## src/rtl/im_loader.sv

```systemverilog
// Instruction-memory loader: parses a header/payload stream and fans the
// payload words out to one of NUM_ID decoder memories or NUM_IMM immediate
// memories through one-hot write strobes on a shared address/data bus.
module im_loader #(
   parameter int I_WIDTH           = 12,
   parameter int I_IMM_WIDTH       = 33,
   parameter int IM_MEM_ADDR_WIDTH = 8,
   parameter int NUM_ID            = 10,
   parameter int NUM_IMM           = 4
) (
   input  logic                          iClk,
   input  logic                          iReset,
   input  logic                          iStart,
   input  logic                          iStream_Valid,
   input  logic [I_IMM_WIDTH-1:0]        iStream_Data,
   output logic                          oStream_Ready,
   output logic [NUM_ID+NUM_IMM-1:0]     oIM_WriteEnable,
   output logic [IM_MEM_ADDR_WIDTH-1:0]  oIM_WriteAddress,
   output logic [I_WIDTH-1:0]            oIM_WriteData,
   output logic [I_IMM_WIDTH-1:0]        oIM_WriteData_IMM,
   output logic                          oCGRA_Hold,
   output logic                          oBusy,
   output logic                          oDone,
   output logic                          oError
);

   localparam int A       = IM_MEM_ADDR_WIDTH;
   localparam int NUM_MEM = NUM_ID + NUM_IMM;

   typedef enum logic [2:0] {
      IDLE,
      HEADER,
      DATA,
      SKIP,
      DONE
   } state_t;

   state_t             state;
   logic [4:0]         sel;
   logic [A-1:0]       addr;
   logic [A-1:0]       cnt;
   logic               accept;
   logic [4:0]         hdr_sel;
   logic [A-1:0]       hdr_base;
   logic [A-1:0]       hdr_cnt;
   logic [NUM_MEM-1:0] sel_onehot;

   // Header field extraction; bits above the count field are don't-care.
   always_comb begin
      hdr_sel  = iStream_Data[4:0];
      hdr_base = iStream_Data[A+4:5];
      hdr_cnt  = iStream_Data[2*A+4:A+5];
   end

   // Handshake and status decoded from the state register only.
   always_comb begin
      oStream_Ready = (state == HEADER) || (state == DATA) || (state == SKIP);
      oBusy         = (state != IDLE);
      oDone         = (state == DONE);
      oCGRA_Hold    = oBusy || (|oIM_WriteEnable);
      accept        = iStream_Valid && oStream_Ready;
      sel_onehot    = NUM_MEM'(1) << sel;
   end

   // Session FSM with the registered write port.
   always_ff @(posedge iClk) begin
      if (iReset) begin
         state             <= IDLE;
         sel               <= '0;
         addr              <= '0;
         cnt               <= '0;
         oError            <= 1'b0;
         oIM_WriteEnable   <= '0;
         oIM_WriteAddress  <= '0;
         oIM_WriteData     <= '0;
         oIM_WriteData_IMM <= '0;
      end else begin
         oIM_WriteEnable <= '0;
         case (state)
            IDLE: begin
               if (iStart) begin
                  state  <= HEADER;
                  oError <= 1'b0;
               end
            end
            HEADER: begin
               if (accept) begin
                  if (int'(hdr_sel) < NUM_MEM) begin
                     sel   <= hdr_sel;
                     addr  <= hdr_base;
                     cnt   <= hdr_cnt;
                     state <= DATA;
                  end else if (hdr_sel == 5'd31) begin
                     state <= DONE;
                  end else begin
                     oError <= 1'b1;
                     cnt    <= hdr_cnt;
                     state  <= SKIP;
                  end
               end
            end
            DATA: begin
               if (accept) begin
                  oIM_WriteEnable   <= sel_onehot;
                  oIM_WriteAddress  <= addr;
                  oIM_WriteData     <= iStream_Data[I_WIDTH-1:0];
                  oIM_WriteData_IMM <= iStream_Data;
                  addr              <= addr + A'(1);
                  cnt               <= cnt - A'(1);
                  if (cnt == '0) state <= HEADER;
               end
            end
            SKIP: begin
               if (accept) begin
                  cnt <= cnt - A'(1);
                  if (cnt == '0) state <= HEADER;
               end
            end
            DONE: begin
               state <= IDLE;
            end
            default: begin
               state <= IDLE;
            end
         endcase
      end
   end

endmodule

```

## config.mk

```make
export PLATFORM = sky130hd
export DESIGN_NAME = im_loader
export DESIGN_NICKNAME = d
export VERILOG_FILES = /design/src/rtl/im_loader.sv
export SDC_FILE = /design/constraint.sdc
export NUM_CORES = 1
export LEC_CHECK = 0
export CORE_MARGIN = 2
export CORE_UTILIZATION = 35
export DETAILED_ROUTE_END_ITERATION = 16
export GPL_TIMING_DRIVEN = 0
export PLACE_DENSITY_LB_ADDON = 0.08
export SYNTH_ARGS = -nofsm -noshare
export SYNTH_HDL_FRONTEND = slang
export SYNTH_SLANG_ARGS = --single-unit
```

## constraint.sdc

```tcl
create_clock -name iClk -period 4.29 [get_ports iClk]
set_input_delay 0.858 -clock iClk [delete_from_list [all_inputs] [get_ports iClk]]
set_output_delay 0.858 -clock iClk [all_outputs]
set_load 0.05 [all_outputs]
```

==> results_dict.tcl <==
set metrics [dict create \
    clkTransAtPathRegs_ps 90 \
    finish.instance_area_mm2 0.00484 \
    wl_met3_um 593 \
    hp-start "oIM_WriteData_IMM[24]$_SDFFE_PP0N_" \
    critPathRequiredTime_ps 3430 \
    area_growth_pct 43.3 \
    p_total_mw 2.24 \
    syn_inst 427 \
    ys_seq_elements 80 \
    setup_slack_ps 1100 \
    cts_resized 0 \
    dr_wl_met2_um 3740 \
    synth_top_area_cell "dfxtp_1" \
    synth_top_area_share_pct 47.4 \
    power.leakage_nw 1.71 \
    power_density_mw_per_mm2 463 \
    finClkSkew_ps 6.86 \
    initial_utilization_pct 36.4 \
    die_w_um 102 \
    grt_pass1_vias 2886 \
    tns_ps 0 \
    grt_pass1_wl_um 14200 \
    synth_top_flop_cell "dfxtp_1" \
    gp_congestion 0.847 \
    crit_type "reg2out" \
    arrival_ps 2330 \
    grt_remaining_overflow 0 \
    yosysUniqueCellTypes 44 \
    wl_per_cell_um 13.2 \
    grt.total_usage_pct 17.3 \
    fmax_mhz 314 \
    cts_setup_buffers 0 \
    dp_hpwl_um 6690 \
    met1_length_um 4520 \
    hold_class "reg2reg" \
    slew_headroom_pct 39.4 \
    period_minus_slack_ps 3190 \
    drc 0 \
    dp.cells 664 \
    rsz0062_at_grt "no" \
    seq_area_frac_synth_pct 47.4 \
    ir_drop_uv 185 \
    num_rows 35 \
    whs_path_depth 2 \
    drt_wl_total_um 8970 \
    clock_sink_count 80 \
    drtIter0Drc 227 \
    drtAntennaViolNets 0 \
    core_mm2 0.00928 \
    syn-cell-area_mm2 0.00338 \
    synthArstFlopShare_pct 0 \
    pre_cts_ws_ps 1540 \
    cp-start-kind "flop" \
    setup_violations 0 \
    timing.rr.end "addr[4]$_SDFFE_PP0P_" \
    grt_max_degree 15 \
    syn_area_per_cell_um2 7.91 \
    reg2reg_from "state[1]$_SDFFE_PP0P_" \
    via_per_inst 4.88 \
    io_pins 109 \
    routed-via-count 3319 \
    dieHeight_um 102 \
    endpoint_kind "output port" \
    ys_warn_count 0 \
    cts_tree "yes" \
    reg2reg_slack_ps 2380 \
    cts_max_level 3 \
    placed_cell_area_mm2 0.00462 \
    antenna_found_initial 0 \
    utilization_pct 52.2 \
    finalCritPeriodShare_pct 74.3 \
    synth_nets 467 \
    drv_slew 0 \
    insertion_delay_ps 350 \
    synth_edf_count 0 \
    drv_cap 0 \
    hold_slack_ps 455 \
    cts_made_buffers 9 \
    worstMarginPinSlew_ps 907 \
    n_antenna_cell 0 \
    crit_fanout 10 \
    clock_path_buffers 2 \
    outcome "completed" \
    highest_layer "met4" \
    firstDrtPassIters 4 \
    io_buffers 108 \
    cts_root_buf "clkbuf_8" \
    drive_above_1_share_pct 7.80 \
    holdPathEnd "oIM_WriteData_IMM[24]$_SDFFE_PP0N_" \
    dieArea_mm2 0.0105 \
    hold_violations 0 \
    fin_cells 680 \
    r2r_cells 5 \
    nets 586 \
    hold_buffers 0 \
    netlist_top_cells_area "dfxtp_1 (47%), nand2_1 (12%), a21oi_1 (9.3%)" \
]
how the worst max path moves through the flow:
stage | start | to | slack (ps) | depth (start not counted)
floorplan | oIM_WriteEnable[2]$_SDFF_PP0_ | oCGRA_Hold | 1780 | 3
global placement | state[1]$_SDFFE_PP0P_ | oCGRA_Hold | 1560 | 4
detailed placement | state[1]$_SDFFE_PP0P_ | oCGRA_Hold | 1540 | 4
CTS | state[1]$_SDFFE_PP0P_ | oCGRA_Hold | 1150 | 4
global route | state[1]$_SDFFE_PP0P_ | oCGRA_Hold | 1050 | 4
finish | state[1]$_SDFFE_PP0P_ | oCGRA_Hold | 1100 | 4
synthesized netlist by cell type, types with 3 or more instances:
cell type / count
nand2_1: 108
dfxtp_1: 80
a21oi_1: 63
nor2_1: 26
clkbuf_1: 14
o21ai_0: 14
buf_4: 13
nand3_1: 12
nor3_1: 11
buf_2: 10
inv_1: 8
a21o_1: 7
nand2b_1: 6
nand4_1: 5
nor4_1: 5
and2_1: 3
and3_1: 3
ha_1: 3
placed cells by master (no fill, tap or decap), types with 10 or more instances in the layout:
master             n
nor2_1            26
a21oi_1           63
nand2_1          108
clkbuf_1          15
o21ai_0           14
buf_2             10
clkdlybuf4s50_1  108
buf_4             13
nand3_1           12
nor3_1            11
dfxtp_1           80
cell families after synthesis:
logic type | synth area share, %
AND/OR/NAND/NOR | 26.1
AO/OA/AOI/OAI | 17.3
flip-flops | 47.4
buffers and inverters | 7.48
adder cells (fa/ha/maj) | 1.11
multiplexers | 0.592
layout make-up:
cell class                 instances  area (um2)
sequential                        80        1600
clock buffer                      10         128
inverter                           8        30.0
tap                              129         161
clock inverter                     6        92.6
fill                             915        4440
buffer                            39         223
multi-input combinational        300        1530
timing repair buffer             108        1080
flip-flops by register name, summed over array words and instances, names as in the netlist, 3 cells and up:
register / cells
oIM_WriteEnable: 14
cnt: 8
addr: 8
oIM_WriteData: 11
oIM_WriteAddress: 8
state: 3
oIM_WriteData_IMM: 22
sel: 5
metal layers:
layer | track usage (%) | vias up
li1 | - | 1684
met1 | 25.5 | 1514
met2 | 24.9 | 111
met3 | 3.76 | 10
met4 | 6.15 | 0
met5 | 0 | -
power breakdown:
| part | leakage (nW) | switching (mW) | internal (mW) |
|---|---|---|---|
| Clock | 0.103 | 0.291 | 0.331 |
| Combinational | 0.964 | 0.480 | 0.279 |
| Sequential | 0.648 | 0.0527 | 0.808 |
worst max-delay path, cell delays in order (launching register included):
cell             delay [ps]
dfxtp_1                 330
buf_2                   180
nor3_1                  570
nand4_1                 150
clkdlybuf4s50_1         740
Power figures use the tool's default switching activity.
